[config.mk]
export PLATFORM = sky130hd
export DESIGN_NAME = uart_rx_flat
export DESIGN_NICKNAME = d
export VERILOG_FILES = /design/src/rtl/uart_pkg.sv /design/src/rtl/uart_rx_if.sv /design/src/rtl/uart_rx_sync.sv /design/src/rtl/uart_rx.sv /design/src/flat_wrapper.sv
export SDC_FILE = /design/constraint.sdc
export NUM_CORES = 1
export LEC_CHECK = 0
export BUFFER_PORTS_ARGS = -buffer_cell sky130_fd_sc_hd__buf_2
export CORE_UTILIZATION = 40
export DETAILED_ROUTE_END_ITERATION = 8
export GPL_TIMING_DRIVEN = 0
export PLACE_DENSITY = 0.58
export SLEW_MARGIN = 10
export SYNTH_ARGS = -nofsm -noshare
export SYNTH_HDL_FRONTEND = slang
export SYNTH_SLANG_ARGS = --single-unit
[constraint.sdc]
create_clock -name clk -period 2.7 [get_ports clk]
set_clock_uncertainty 0.1 [all_clocks]
set_input_delay 0.135 -clock clk [delete_from_list [all_inputs] [get_ports clk]]
set_output_delay 0.135 -clock clk [all_outputs]
set_load 0.01 [all_outputs]
[src/rtl/uart_pkg.sv]
// uart_pkg: definitions shared by the UART receive and transmit paths.
//   - state encodings for the receiver FSM
//   - default bit divisor (10 MHz clock, 115200 baud)
//   - data width and a parity helper
package uart_pkg;

    localparam int UART_CLKS_PER_BIT = 87;
    localparam int UART_DATA_W       = 8;

    typedef logic [UART_DATA_W-1:0] uart_byte_t;

    localparam logic [2:0] ST_IDLE   = 3'd0;
    localparam logic [2:0] ST_START  = 3'd1;
    localparam logic [2:0] ST_DATA   = 3'd2;
    localparam logic [2:0] ST_PARITY = 3'd3;
    localparam logic [2:0] ST_STOP   = 3'd4;

    // Parity bit a transmitter appends for byte d (odd = 0 -> even parity).
    function automatic logic parity_of(input uart_byte_t d, input logic odd);
        return (^d) ^ odd;
    endfunction

endpackage

[src/rtl/uart_rx_if.sv]
// uart_rx_if: byte delivery and status bundle between the UART receiver
// (master) and its consumer (slave).
//   uart_rx_ack         consumer -> rx : byte in uart_rx_data has been taken
//   uart_rx_data        rx -> consumer : received byte
//   uart_rx_valid       rx -> consumer : uart_rx_data holds an unread byte
//   uart_rx_busy        rx -> consumer : frame reception in progress
//   uart_rx_frame_err   rx -> consumer : one-cycle pulse, stop bit was 0
//   uart_rx_overrun     rx -> consumer : one-cycle pulse, unread byte overwritten
//   uart_rx_parity_err  rx -> consumer : one-cycle pulse, parity mismatch
interface uart_rx_if;
    import uart_pkg::*;

    logic       uart_rx_ack;
    uart_byte_t uart_rx_data;
    logic       uart_rx_valid;
    logic       uart_rx_busy;
    logic       uart_rx_frame_err;
    logic       uart_rx_overrun;
    logic       uart_rx_parity_err;

    modport master (
        input  uart_rx_ack,
        output uart_rx_data, uart_rx_valid, uart_rx_busy,
        output uart_rx_frame_err, uart_rx_overrun, uart_rx_parity_err
    );

    modport slave (
        output uart_rx_ack,
        input  uart_rx_data, uart_rx_valid, uart_rx_busy,
        input  uart_rx_frame_err, uart_rx_overrun, uart_rx_parity_err
    );

endinterface

[src/rtl/uart_rx_sync.sv]
// uart_rx_sync: 2-flop synchronizer for asynchronous inputs, reset to
// RST_VAL so an idle-high line does not look like activity after reset.
//   clk        system clock
//   rst_n_clk  asynchronous, active-low reset
//   d          asynchronous input
//   q          synchronized output
module uart_rx_sync #(
    parameter int               WIDTH   = 1,
    parameter logic [WIDTH-1:0] RST_VAL = '1
) (
    input  logic             clk,
    input  logic             rst_n_clk,
    input  logic [WIDTH-1:0] d,
    output logic [WIDTH-1:0] q
);

    logic [WIDTH-1:0] meta;

    always_ff @(posedge clk or negedge rst_n_clk) begin
        if (!rst_n_clk) begin
            meta <= RST_VAL;
            q    <= RST_VAL;
        end else begin
            meta <= d;
            q    <= meta;
        end
    end

endmodule

[src/rtl/uart_rx.sv]
// uart_rx: UART receiver, 8N1 by default, delivering bytes through a
// valid/ack holding register and flagging framing errors and overruns.
// Optional macro UART_RX_PARITY_EN adds a parity bit (8E1 / 8O1 by PARITY_ODD).
//   clk        system clock
//   rst_n_clk  asynchronous, active-low reset
//   uart_rxd   serial line, idle high, asynchronous to clk
//   rx         uart_rx_if master: data/valid/ack, busy and error pulses
//
// state     | meaning
// ----------+---------------------------------------------------------
// ST_IDLE   | waiting for a falling edge on the synchronized line
// ST_START  | waiting half a bit, then confirming the start bit is low
// ST_DATA   | sampling 8 data bits mid-bit, LSB first
// ST_PARITY | sampling the parity bit (UART_RX_PARITY_EN builds only)
// ST_STOP   | sampling the stop bit; deliver or flag, back to ST_IDLE
module uart_rx
    import uart_pkg::*;
#(
    parameter int CLKS_PER_BIT = UART_CLKS_PER_BIT,
    parameter bit PARITY_ODD   = 1'b0
) (
    input  logic     clk,
    input  logic     rst_n_clk,
    input  logic     uart_rxd,
    uart_rx_if.master rx
);

    localparam int            CW      = $clog2(CLKS_PER_BIT);
    localparam logic [CW-1:0] FULL_M1 = CW'(CLKS_PER_BIT - 1);
    localparam logic [CW-1:0] HALF_M1 = CW'(CLKS_PER_BIT / 2 - 1);
    localparam logic [CW-1:0] ONE     = CW'(1);

    logic          rxd_s;
    logic          rxd_q;
    logic          fall;
    logic [2:0]    state;
    logic [CW-1:0] cnt;
    logic          tick;
    logic [2:0]    bit_idx;
    uart_byte_t    shift;
    logic          stop_take;
    logic          par_bad;
    logic          good;
    uart_byte_t    data_r;
    logic          valid_r;
    logic          frame_err_r;
    logic          overrun_r;

    uart_rx_sync #(.WIDTH(1), .RST_VAL(1'b1)) u_sync (
        .clk       (clk),
        .rst_n_clk (rst_n_clk),
        .d         (uart_rxd),
        .q         (rxd_s)
    );

    assign fall      = rxd_q & ~rxd_s;
    assign tick      = (cnt == '0);
    assign stop_take = (state == ST_STOP) && tick;

`ifdef UART_RX_PARITY_EN
    logic par_bit;
    logic parity_err_r;

    assign par_bad = (par_bit != parity_of(shift, PARITY_ODD));

    always_ff @(posedge clk or negedge rst_n_clk) begin
        if (!rst_n_clk) begin
            par_bit      <= 1'b0;
            parity_err_r <= 1'b0;
        end else begin
            if (state == ST_PARITY && tick)
                par_bit <= rxd_s;
            parity_err_r <= stop_take & par_bad;
        end
    end

    assign rx.uart_rx_parity_err = parity_err_r;
`else
    assign par_bad = 1'b0;
    // PARITY_ODD has no effect in 8N1 builds; the AND keeps the output at 0.
    assign rx.uart_rx_parity_err = PARITY_ODD & 1'b0;
`endif

    assign good = stop_take & rxd_s & ~par_bad;

    always_ff @(posedge clk or negedge rst_n_clk) begin
        if (!rst_n_clk) begin
            rxd_q   <= 1'b1;
            state   <= ST_IDLE;
            cnt     <= '0;
            bit_idx <= '0;
            shift   <= '0;
        end else begin
            rxd_q <= rxd_s;
            case (state)
                ST_IDLE: begin
                    if (fall) begin
                        cnt   <= HALF_M1;
                        state <= ST_START;
                    end
                end
                ST_START: begin
                    if (tick) begin
                        if (!rxd_s) begin
                            cnt     <= FULL_M1;
                            bit_idx <= '0;
                            state   <= ST_DATA;
                        end else begin
                            state   <= ST_IDLE;
                        end
                    end else begin
                        cnt <= cnt - ONE;
                    end
                end
                ST_DATA: begin
                    if (tick) begin
                        shift   <= {rxd_s, shift[UART_DATA_W-1:1]};
                        cnt     <= FULL_M1;
                        bit_idx <= bit_idx + 3'd1;
                        if (bit_idx == 3'd7) begin
`ifdef UART_RX_PARITY_EN
                            state <= ST_PARITY;
`else
                            state <= ST_STOP;
`endif
                        end
                    end else begin
                        cnt <= cnt - ONE;
                    end
                end
                ST_PARITY: begin
                    if (tick) begin
                        cnt   <= FULL_M1;
                        state <= ST_STOP;
                    end else begin
                        cnt <= cnt - ONE;
                    end
                end
                ST_STOP: begin
                    // Leave mid stop bit so a back-to-back start edge is seen.
                    if (tick)
                        state <= ST_IDLE;
                    else
                        cnt <= cnt - ONE;
                end
                default: state <= ST_IDLE;
            endcase
        end
    end

    // Holding register: a new byte always wins over ack; overrun only when
    // the old byte was still unread and not being acked this cycle.
    always_ff @(posedge clk or negedge rst_n_clk) begin
        if (!rst_n_clk) begin
            data_r      <= '0;
            valid_r     <= 1'b0;
            frame_err_r <= 1'b0;
            overrun_r   <= 1'b0;
        end else begin
            frame_err_r <= stop_take & ~rxd_s;
            overrun_r   <= good & valid_r & ~rx.uart_rx_ack;
            if (good) begin
                data_r  <= shift;
                valid_r <= 1'b1;
            end else if (rx.uart_rx_ack) begin
                valid_r <= 1'b0;
            end
        end
    end

    assign rx.uart_rx_data      = data_r;
    assign rx.uart_rx_valid     = valid_r;
    assign rx.uart_rx_busy      = (state != ST_IDLE);
    assign rx.uart_rx_frame_err = frame_err_r;
    assign rx.uart_rx_overrun   = overrun_r;

endmodule

[src/flat_wrapper.sv]
// flat-port wrapper written by rule: the top's interface ports become plain ports
module uart_rx_flat import uart_pkg::*;
#(
    parameter int CLKS_PER_BIT = UART_CLKS_PER_BIT,
    parameter bit PARITY_ODD   = 1'b0
)
  (clk, rst_n_clk, uart_rxd, rx_uart_rx_ack, rx_uart_rx_data, rx_uart_rx_valid, rx_uart_rx_busy, rx_uart_rx_frame_err, rx_uart_rx_overrun, rx_uart_rx_parity_err);
  uart_rx_if rx_i ();
  input  logic clk;
  input  logic rst_n_clk;
  input  logic uart_rxd;
  input wire logic [$bits(rx_i.uart_rx_ack)-1:0] rx_uart_rx_ack;
  output wire logic [$bits(rx_i.uart_rx_data)-1:0] rx_uart_rx_data;
  output wire logic [$bits(rx_i.uart_rx_valid)-1:0] rx_uart_rx_valid;
  output wire logic [$bits(rx_i.uart_rx_busy)-1:0] rx_uart_rx_busy;
  output wire logic [$bits(rx_i.uart_rx_frame_err)-1:0] rx_uart_rx_frame_err;
  output wire logic [$bits(rx_i.uart_rx_overrun)-1:0] rx_uart_rx_overrun;
  output wire logic [$bits(rx_i.uart_rx_parity_err)-1:0] rx_uart_rx_parity_err;
  assign rx_i.uart_rx_ack = rx_uart_rx_ack;
  assign rx_uart_rx_data = rx_i.uart_rx_data;
  assign rx_uart_rx_valid = rx_i.uart_rx_valid;
  assign rx_uart_rx_busy = rx_i.uart_rx_busy;
  assign rx_uart_rx_frame_err = rx_i.uart_rx_frame_err;
  assign rx_uart_rx_overrun = rx_i.uart_rx_overrun;
  assign rx_uart_rx_parity_err = rx_i.uart_rx_parity_err;
  uart_rx #(.CLKS_PER_BIT(CLKS_PER_BIT), .PARITY_ODD(PARITY_ODD)) u_core (.clk(clk), .rst_n_clk(rst_n_clk), .uart_rxd(uart_rxd), .rx(rx_i));
endmodule
# After elaboration in Yosys (flattened, before gate mapping)
# Cells that the tools add are included.
[word_totals]
inputBits = 4
register_bits = 35
[classes]
n_bitwise = 7
n_reduce_logical = 12
addsub = 2
n_eq_ne = 14
muxes = 20
[op_table]
columns = ["op", "count"]
rows = [
  ["2-to-1 mux 7 bit", 5],
  ["case mux 7 bit (4 select lines)", 1],
  ["2-to-1 mux 3 bit", 9],
  ["case mux 3 bit (5 select lines)", 1],
  ["!= test 2 x 1 -> 1 bit (second input constant)", 6],
  ["AND reduction 4 bit", 2],
  ["zero test 7 bit", 1],
  ["subtractor 7 x 1 -> 7 bit (second input constant)", 1],
  ["== test 3 x 2 -> 1 bit (second input constant)", 2],
  ["== test 3 bit (second input constant)", 2],
  ["case mux 3 bit (2 select lines)", 1],
  ["AND reduction 6 bit", 1],
  ["bitwise AND 1 bit", 5],
  ["!= test 2 bit (second input constant)", 2],
  ["nonzero test 2 bit", 2],
  ["nonzero test 4 bit", 1],
  ["adder 3 x 1 -> 3 bit (second input constant)", 1],
  ["== test 3 x 1 -> 1 bit (second input constant)", 1],
  ["zero test 3 bit", 1],
  ["!= test 3 bit (second input constant)", 1],
  ["nonzero test 3 bit", 1],
  ["2-to-1 mux 1 bit", 2],
  ["2-to-1 mux 2 bit", 1],
  ["inverter 1 bit", 2],
  ["3 further kinds", 3],
]

# Logic depth before layout (Yosys ltp)
# Gate-level depths: netlist of the first run.
[logic_depth]
depth_word = 5
depth_mapped = 6
depth_no_buf = 6

# Hierarchy
# A second synthesis of the first run with hierarchy kept.
[hier_totals]
hier_cells = 141
hier_area_um2 = 1662.8
[modules_own_cells]
columns = ["mod", "seq_area_each_um2", "cells_per_inst", "instances", "area_each_um2"]
rows = [
  ["uart_rx", 827.0, 139, 1, 1610.3],
  ["uart_rx_sync", 52.6, 2, 1, 52.6],
]

# Least setup slack after synthesis of the first run
# Ideal clock, no wire load.
[synth_path]
kind = "register to register"
start = "reg u_core.cnt[0]"
end = "reg u_core.shift[0]"
t_arrival_ps = 1779
synth_period_minus_slack_ps = 2003
path_buffers = 0
setup_slack_ps = 697
stages_incl_launch_ff = 7
path_cell_list = "dfrtp_1 > inv_1 > ha_1 > nor4b_2 > nand4b_1 > nor2_4 > mux2_2"
[synth_via]
elab_chain_cells = 2
[synth_rtl]
columns = ["element", "line_no", "source"]
rows = [
  ["start: declaration", "uart_rx.sv:37", "logic [CW-1:0] cnt;"],
  ["start signal: assignment", "uart_rx.sv:112", "cnt <= cnt - ONE;"],
  ["start signal: assignment", "uart_rx.sv:128", "cnt <= cnt - ONE;"],
  ["start signal: assignment", "uart_rx.sv:136", "cnt <= cnt - ONE;"],
  ["zero test 7 bit", "uart_rx.sv:57", "assign tick = (cnt == '0);"],
  ["AND reduction 2 bit (no source line)", "-", ""],
  ["end signal: assignment", "uart_rx.sv:117", "shift <= {rxd_s, shift[UART_DATA_W-1:1]};"],
  ["end: declaration", "uart_rx.sv:40", "uart_byte_t shift;"],
]
# No other way between the ends.
# A chain may end at the register's enable or synchronous reset.

# Final worst setup path of the first run
[layout_path]
start = "reg u_core.cnt[0]"
end = "reg u_core.shift[5]"
# Same word-level chain as after synthesis.

==> impl_metrics.tcl, run 1 <==
set metrics [dict create \
    status "completed" \
    grt_start_max_net_pins 36 \
    fin_tns_setup_ns 0 \
    gp_congestion 0.8498 \
    synth-edff-count 0 \
    design.core.area_um2 3799 \
    cap_violations 0 \
    holdPathStages 3 \
    slew_violations 0 \
    intPower_mw 1.013 \
    clk_path_buf_depth 2 \
    mappedNetlistNets 143 \
    ys_seq_elements 35 \
    cts.sinks 35 \
    dieArea_um2 4351 \
    dominantRegCellSynth "dfrtp_1" \
    min_period_over_period_pct 86.41 \
    synth_common_cells "dfrtp_1, mux2_2, nor2_1" \
    min_period_ns 2.333 \
    async_reset_ff_share_pct 100.0 \
    syn_area_per_cell_um2 12.03 \
    route.vias.total 1146 \
    path_clk_slew_ns 0.07 \
    antenna_found_initial 0 \
    dpl_worst_slack_ns 0.3659 \
    io_buffers 15 \
    post_drt_wl_per_cell_um 14.56 \
    fin_nets 167 \
    grt_use_total_pct 17.36 \
    ys_types 43 \
    die_x_um 65.97 \
    syn_area_um2 1637 \
    pwr_density_cell_nw_per_um2 804.3 \
    initial_core_util_pct 43.08 \
    hold_class "in -> reg" \
    synthCells 136 \
    drive_gt1_share_pct 32.92 \
    max_slew_margin_pct 51.21 \
    dpl.cell_count 199 \
    yosysMostFrequentCell "dfrtp_1" \
    detail_route.wirelength_um 3043 \
    post-route-util_pct 49.90 \
    fmax_mhz 428.6 \
    area_growth_pct 15.83 \
    reg2reg_setup_slack_ns 0.37 \
    seq_area_frac_synth_pct 53.75 \
    total_power_mw 1.525 \
    via_per_inst 5.483 \
    worstSetupPathType "reg -> reg" \
    synth.area.top_cells "dfrtp_1, mux2_2, dfstp_2" \
    ir_worst_vdd_uv 346.5 \
    rows 22 \
    place_area_um2 1772 \
    power_frac_comb_pct 27.3 \
    tritoncts "done" \
    pwr-share-clk_pct 27.3 \
    grt_pass1_wl_um 5513 \
    overflow 0 \
    layout_setup_ws_ns 0.3669 \
    hold_viol_final 0 \
    yosysWarnings 0 \
    diodes 0 \
    numCtsBuffers 5 \
    rsz0062_at_grt "no" \
    dr.pass1.iters 5 \
    critPathMaxFanout 8 \
    final_area_um2 1896 \
    grt_pass1_vias 1154 \
    holdWs_ns 0.05766 \
    die_h_um 65.97 \
    cp_data_required_time_ns 2.76 \
    drc_errors 0 \
    fin_cells 209 \
    dp_hpwl_um 2157 \
    switching_power_mw 0.5112 \
    clkLatencyLatePin_ns 0.28 \
    p_sw_share_pct 33.53 \
    antenna_left 0 \
    synth_top_area_share_pct 48.93 \
    ff2ff_path_depth 6 \
    p_leak_nw 0.8907 \
    end_kind "register" \
    critPathArrivalTime_ns 2.40 \
    tightestPinTransition_ns 0.7319 \
    ioPinCount 17 \
    setup_viol 0 \
    drtIter0Drc 87 \
    yosysTopAreaCell "dfrtp_1" \
    share_seq_of_total_power_pct 45.3 \
    cts_root_buf "clkbuf_8" \
    cts-htree-levels 2 \
    worst_setup_path_start_kind "register" \
]
-- power by group through the flow --
stage | combinational, mW | sequential, mW | clock (mW)
final | 0.417 | 0.691 | 0.417
after global routing | 0.474 | 0.704 | 0.459
after global placement | 0.394 | 0.696 | 0
after detailed placement | 0.411 | 0.700 | 0
after floorplan | 0.324 | 0.680 | 0
after CTS | 0.416 | 0.691 | 0.433
-- cell type report --
type                            count  area, um2
Clock buffer                        7      96.34
Timing Repair Buffer               17      95.09
Buffer                              5      22.52
Sequential cell                    35      879.6
Inverter                            5      18.77
Tap cell                           48      60.06
Fill cell                         348       1903
Multi-Input combinational cell     91      715.7
Clock inverter                      1      7.507
-- logic make-up after synthesis --
logic type	Yosys count	synth area share, %
compound gates	25	11.70
xor+xnor	1	0.5353
fa+ha+maj	3	2.294
buf+inv	10	2.523
flops	35	53.75
mux	20	13.53
other cells	1	0.2291
simple gates	41	15.44
-- registers in the layout, summed over array words and instances, names as in the netlist --
| signal | flops |
|---|---|
| u_core.rx.uart_rx_valid | 1 |
| u_core.rx.uart_rx_data | 8 |
| u_core.rxd_q | 1 |
| u_core.u_sync.q | 1 |
| u_core.u_sync.meta | 1 |
| u_core.bit_idx | 3 |
| u_core.state | 3 |
| u_core.shift | 8 |
| u_core.cnt | 7 |
| u_core.rx.uart_rx_overrun | 1 |
| u_core.rx.uart_rx_frame_err | 1 |
-- cells in the final DEF (no fill, tap or decap), types with 2 or more instances in the layout --
cell type / n
dlygate4sd3_1: 2
nand3_1: 2
nand2_1: 9
nor2_1: 10
mux2i_1: 3
clkbuf_8: 7
nor2b_1: 3
o21ai_0: 4
o22ai_1: 5
dfrtp_1: 32
dfstp_2: 3
clkbuf_1: 4
inv_1: 5
nor3_1: 3
buf_2: 15
a21oi_1: 2
ha_1: 3
nor4_1: 2
mux2_2: 17
a22oi_1: 2
nor3b_1: 2
-- what timing repair did --
item / CTS / global route
endpoints found under the hold margin: 33 / 0
gates resized for setup: 0 / 0
buffers inserted: 0 / 0
setup endpoints to repair: 0 / 0
hold buffers: 2 / 0
-- final timing paths --
check	from	to
setup / recovery	u_core.cnt[0]$_DFFE_PN0P_	u_core.shift[5]$_DFFE_PN0P_
hold / removal	rx_uart_rx_ack	u_core.rx.uart_rx_overrun$_DFF_PN0_
setup reg to reg	u_core.cnt[0]$_DFFE_PN0P_	u_core.shift[5]$_DFFE_PN0P_
hold reg to reg	u_core.u_sync.meta$_DFF_PN1_	u_core.u_sync.q$_DFF_PN1_
max in group asynchronous	rst_n_clk	u_core.shift[5]$_DFFE_PN0P_
min in group asynchronous	rst_n_clk	u_core.cnt[5]$_DFFE_PN0P_
-- critical path, cell delays in order, from the launching register on --
cell and delay, ns:
dfrtp_1 0.38, inv_1 0.08, ha_1 0.23, nor4b_2 0.32, nand4b_1 0.38, nor2_4 0.35, mux2_2 0.37
-- per-layer routing --
layer  wire [um]  GRT usage, %  vias to the layer above  part of all wire (%)
met5           0             0                        -                     0
met4          44         7.181                        0                   1.4
met3         131         6.552                        7                   4.3
met2        1526         27.42                       35                    50
met1        1341         21.20                      562                    44
li1            -             -                      542                     -
No activity file was read; power rests on OpenSTA's default activity.
==> run 2, diff against run 1 <==
--- a/config.mk
+++ b/config.mk
@@ -6,11 +6,11 @@
 export NUM_CORES = 1
 export LEC_CHECK = 0
 export BUFFER_PORTS_ARGS = -buffer_cell sky130_fd_sc_hd__buf_2
-export CORE_UTILIZATION = 40
+export CORE_UTILIZATION = 52
+export CTS_CLUSTER_SIZE = 25
 export DETAILED_ROUTE_END_ITERATION = 8
 export GPL_TIMING_DRIVEN = 0
-export PLACE_DENSITY = 0.58
-export SLEW_MARGIN = 10
+export PLACE_DENSITY = 0.72
 export SYNTH_ARGS = -nofsm -noshare
 export SYNTH_HDL_FRONTEND = slang
 export SYNTH_SLANG_ARGS = --single-unit
==> run 2 against run 1 <==
Final cell count fell by 2.4%. Non-clock buffer count rose by 1. Highest routed layer unchanged. Via count rose by 1.2%. Utilization rose by 14 points. Hold slack improved by 0.20 ns. Clock-buffer cell count fell by 1. Combinational power barely moved. First-iteration DRC count fell by 38%. Sequential power barely moved. Global-route usage rose by 3.0 points. Clock power fell by 35%. Largest power group unchanged. Critical endpoint is now u_core.shift[7]$_DFFE_PN0P_. Maximum frequency fell by 2.6%.
==> impl_metrics.tcl, run 2 (synthesized netlist as in run 1, its figures left out) <==
set metrics [dict create \
    cp_data_required_time_ns 2.81 \
    fmax_mhz 417.7 \
    io_buffers 15 \
    fin_cells 204 \
    dp_hpwl_um 2219 \
    cts_resized 0 \
    clk_path_buf_depth 2 \
    place_area_um2 1764 \
    worst_setup_path_start_kind "register" \
    ioPinCount 17 \
    cts.sinks 35 \
    status "completed" \
    diodes 0 \
    final_area_um2 1848 \
    antenna_found_initial 0 \
    post_drt_wl_per_cell_um 15.05 \
    die_x_um 58.10 \
    dr.pass1.iters 4 \
    initial_core_util_pct 56.89 \
    fin_nets 168 \
    post_cts_buffers 0 \
    drc_errors 0 \
    ir_worst_vdd_uv 454.9 \
    reg2reg_setup_slack_ns 0.31 \
    drtIter0Drc 54 \
    cts_root_buf "clkbuf_4" \
    layout_commonest_cell "dfrtp_1" \
    overflow 0 \
    fin_tns_setup_ns 0 \
    cts-htree-levels 2 \
    hold_viol_final 0 \
    cp_slowest_stage_delay_ns 0.40 \
    cap_violations 0 \
    path_clk_slew_ns 0.10 \
    route.vias.total 1160 \
    hold_class "reg -> reg" \
    numCtsBuffers 5 \
    worstSetupPathType "reg -> reg" \
    dieArea_um2 3376 \
    grt_pass1_wl_um 5078 \
    post-route-util_pct 64.25 \
    critPathArrivalTime_ns 2.51 \
    setup_viol 0 \
    cp_slowest_cell "nand4b_1" \
    grt_pass1_vias 1092 \
    end_kind "register" \
    holdWs_ns 0.2597 \
    p_leak_nw 0.8726 \
    critPathMaxFanout 8 \
    dpl.cell_count 193 \
    grt_use_total_pct 20.38 \
    drive_gt1_share_pct 32.10 \
    design.core.area_um2 2877 \
    gp_congestion 0.8412 \
    max_slew_margin_pct 49.03 \
    path_delay_family "simple AND/OR/NAND/NOR gates" \
    layout_setup_ws_ns 0.3058 \
    die_h_um 58.10 \
    antenna_left 0 \
    grt_start_max_net_pins 36 \
    total_power_mw 1.377 \
    tritoncts "done" \
    via_per_inst 5.686 \
    dpl_worst_slack_ns 0.3421 \
    tightestPinTransition_ns 0.7645 \
    pwr_density_cell_nw_per_um2 744.9 \
    path_buf_inv 1 \
    rows 19 \
    min_period_ns 2.394 \
    crit_chain "inv_1 > ha_1 > nor4b_2 > nand4b_1 > nor2_4 > mux2_2" \
    min_period_over_period_pct 88.67 \
    slew_violations 0 \
    clkLatencyLatePin_ns 0.32 \
    final_cell_mix "dfrtp_1, mux2_2, buf_2" \
    cts_hold_buf 3 \
    rsz0062_at_grt "no" \
    area_growth_pct 12.92 \
    detail_route.wirelength_um 3070 \
]
run 2: cell types whose count changed in the layout (fill, tap and decap cells not counted):
cell	change
clkbuf_4	+5
clkbuf_8	-7
clkinv_2	+1
clkbuf_1	+1
dlygate4sd3_1	+1
run 2: layout make-up:
cell class	instances	area, um2
clock buffer	6	41.29
tap	42	52.55
inverter	5	18.77
clock inverter	2	12.51
fill	215	1028
sequential	35	879.6
multi-input combinational	91	715.7
buffer	5	22.52
timing repair buffer	18	105.1
run 2: path summary, 6_finish.rpt:
kind,end,cells past startpoint,from
worst max register to register,u_core.shift[7]$_DFFE_PN0P_,6,u_core.cnt[0]$_DFFE_PN0P_
worst max-delay path,u_core.shift[7]$_DFFE_PN0P_,6,u_core.cnt[0]$_DFFE_PN0P_
worst min-delay path,u_core.u_sync.q$_DFF_PN1_,0,u_core.u_sync.meta$_DFF_PN1_
worst min register to register,u_core.u_sync.q$_DFF_PN1_,0,u_core.u_sync.meta$_DFF_PN1_
min in group asynchronous,u_core.shift[1]$_DFFE_PN0P_,2,rst_n_clk
max in group asynchronous,u_core.rx.uart_rx_data[5]$_DFFE_PN0P_,2,rst_n_clk
run 2: worst reg2reg max path, cell delays in order, from the launching register on:
cell	delay, ns
dfrtp_1	0.39
inv_1	0.08
ha_1	0.20
nor4b_2	0.39
nand4b_1	0.40
nor2_4	0.35
mux2_2	0.38
run 2: metal layers:
layer	up-vias	wire (um)	global-route usage, %	share of wire, %
met5	-	0	0	0
met4	0	33	7.483	1.1
met3	4	106	6.696	3.5
met2	26	1550	32.35	50
met1	581	1380	26.18	45
li1	549	-	-	-
run 2: power by group:
group	leakage, nW	total (mW)	switching (mW)	internal [mW]
clock	0.0282	0.269	0.168	0.101
combinational	0.385	0.416	0.234	0.182
sequential	0.459	0.692	0.0917	0.601
==> run 3, diff against run 2 <==
--- a/config.mk
+++ b/config.mk
@@ -6,11 +6,13 @@
 export NUM_CORES = 1
 export LEC_CHECK = 0
 export BUFFER_PORTS_ARGS = -buffer_cell sky130_fd_sc_hd__buf_2
-export CORE_UTILIZATION = 52
+export CORE_ASPECT_RATIO = 0.8
+export CORE_UTILIZATION = 51
 export CTS_CLUSTER_SIZE = 25
 export DETAILED_ROUTE_END_ITERATION = 8
 export GPL_TIMING_DRIVEN = 0
-export PLACE_DENSITY = 0.72
+export MAX_ROUTING_LAYER = met4
+export PLACE_DENSITY = 0.73
 export SYNTH_ARGS = -nofsm -noshare
 export SYNTH_HDL_FRONTEND = slang
 export SYNTH_SLANG_ARGS = --single-unit
==> constraint.sdc (replaced) <==
create_clock -name clk -period 2 [get_ports clk]
set_clock_uncertainty 0.1 [all_clocks]
set_input_delay 0.1 -clock clk [delete_from_list [all_inputs] [get_ports clk]]
set_output_delay 0.1 -clock clk [all_outputs]
set_load 0.01 [all_outputs]
==> run 3 against run 2 <==
The flow now finishes with violations (setup timing). Setup slack lost 0.43 ns. Sequential power rose by 38%. Non-clock buffer count is 11 higher. Critical endpoint is now u_core.cnt[0]$_DFFE_PN0P_.
==> impl_metrics.tcl, run 3 (synthesized netlist as in run 1, its figures left out) <==
set metrics [dict create \
    status "finished with violations" \
    violations "setup timing" \
    die_h_um 52.67 \
    clk_path_buf_depth 2 \
    fmax_mhz 471.7 \
    dp_hpwl_um 2112 \
    rsz0062_at_grt "yes" \
    grt_use_total_pct 22.18 \
    cp_slowest_stage_delay_ns 0.49 \
    setup_viol 23 \
    pwr_density_cell_nw_per_um2 1059 \
    antenna_found_initial 0 \
    initial_core_util_pct 56.57 \
    cap_violations 0 \
    hold_viol_final 0 \
    via_per_inst 5.637 \
    final_cell_mix "dfrtp_1, buf_2, mux2_4" \
    final_area_um2 2108 \
    post_drt_wl_per_cell_um 15.95 \
    min_period_over_period_pct 106.0 \
    dr.pass1.iters 4 \
    hold_class "in -> reg" \
    slew_violations 0 \
    grt_pass1_wl_um 5264 \
    gp_congestion 0.8633 \
    numCtsBuffers 5 \
    layout_commonest_cell "dfrtp_1" \
    fin_cells 212 \
    drive_gt1_share_pct 43.68 \
    post-route-util_pct 72.88 \
    critPathMaxFanout 7 \
    crit_chain "inv_2 > ha_4 > or4b_4 > buf_6 > o311a_4 > mux2_2" \
    path_clk_slew_ns 0.07 \
    layout_setup_ws_ns -0.1200 \
    p_leak_nw 0.9790 \
    worstSetupPathType "reg -> reg" \
    cts.sinks 35 \
    min_period_ns 2.120 \
    grt_pass1_vias 1136 \
    diodes 0 \
    cp_slowest_cell "or4b_4" \
    design.core.area_um2 2893 \
    detail_route.wirelength_um 3381 \
    cts_root_buf "clkbuf_8" \
    antenna_left 0 \
    cts-htree-levels 2 \
    critPathArrivalTime_ns 2.18 \
    max_slew_margin_pct 49.93 \
    clkLatencyLatePin_ns 0.28 \
    ioPinCount 17 \
    dieArea_um2 3441 \
    overflow 0 \
    die_x_um 65.34 \
    rows 17 \
    fin_nets 180 \
    tightestPinTransition_ns 0.7510 \
    ir_worst_vdd_uv 562.9 \
    end_kind "register" \
    drc_errors 0 \
    grt_start_max_net_pins 36 \
    io_buffers 15 \
    worst_setup_path_start_kind "register" \
    place_area_um2 1768 \
    tritoncts "done" \
    route.vias.total 1195 \
    area_growth_pct 28.82 \
    dpl.cell_count 189 \
    drtIter0Drc 75 \
    cp_data_required_time_ns 2.06 \
]
==> run 3: changes by cell type in the layout (fill, tap and decap cells not counted), sizes merged <==
cell / before / now
clkinvlp: 1 / 0
buf: 16 / 28
nand3: 3 / 4
clkbuf: 10 / 11
dlygate4sd3: 3 / 2
==> run 3: metal layers <==
layer | up-vias | share of wire (%) | track usage (%)
met1 | 578 | 48 | 28.41
met5 | - | 0 | -
li1 | 574 | - | -
met4 | 0 | 0.92 | 10.14
met2 | 38 | 46 | 33.85
met3 | 5 | 4.8 | 5.000
==> run 3: worst paths after layout <==
kind                                                        to  cells past startpoint                    startpoint  slack, ns
setup / recovery                     u_core.cnt[0]$_DFFE_PN0P_                      6     u_core.cnt[1]$_DFFE_PN0P_      -0.12
min in group asynchronous            u_core.cnt[3]$_DFFE_PN0P_                      2                     rst_n_clk       0.33
setup reg to reg                     u_core.cnt[0]$_DFFE_PN0P_                      6     u_core.cnt[1]$_DFFE_PN0P_      -0.12
hold reg to reg                      u_core.u_sync.q$_DFF_PN1_                      0  u_core.u_sync.meta$_DFF_PN1_       0.26
max in group asynchronous          u_core.state[2]$_DFFE_PN0P_                      2                     rst_n_clk       1.00
hold / removal             u_core.rx.uart_rx_overrun$_DFF_PN0_                      3                rx_uart_rx_ack       0.01
==> run 3: per-stage QoR <==
stage	power [mW]	setup TNS (ns)	hold slack (ns)	setup slack [ns]
2_1_floorplan	1.372	0	-0.2956	0.002081
3_3_place_gp	1.477	-3.066	0.1056	-0.2046
3_5_place_dp	1.514	-4.119	0.1061	-0.2772
4_1_cts	2.128	-0.8135	0.0007221	-0.07740
5_1_grt	2.343	-2.836	0.02428	-0.1597
6_report	2.233	-1.104	0.01071	-0.1200
==> run 3: timing repair <==
item / CTS / global route
endpoints found under the hold margin: 33 / 0
endpoints found under the setup margin: 25 / 28
gates cloned: 1 / 0
resized for setup: 22 / 12
hold buffers: 2 / 0
pin swaps: 7 / 5
setup buffers: 9 / 3
==> run 3: worst max-delay path, delay by kind of cell, from the launching register on <==
| family | cells | cell delay (ns) |
|---|---|---|
| AND/OR/NAND/NOR | 1 | 0.49 |
| flip-flops | 1 | 0.39 |
| AO/OA/AOI/OAI | 1 | 0.37 |
| multiplexers | 1 | 0.29 |
| buffers and inverters | 2 | 0.23 |
| adder cells (fa/ha/maj) | 1 | 0.14 |
==> run 3: report_power, final <==
| group | total (mW) | internal [mW] | switching (mW) |
|---|---|---|---|
| clock | 0.510 | 0.277 | 0.232 |
| combinational | 0.769 | 0.367 | 0.403 |
| sequential | 0.954 | 0.812 | 0.142 |
==> run 3: final cells by class <==
class	count	area, um2
multi-input combinational	92	840.8
tap	38	47.55
sequential	35	879.6
clock inverter	1	5.005
clock buffer	7	86.33
timing repair buffer	29	207.7
buffer	5	22.52
fill	203	784.5
inverter	5	18.77
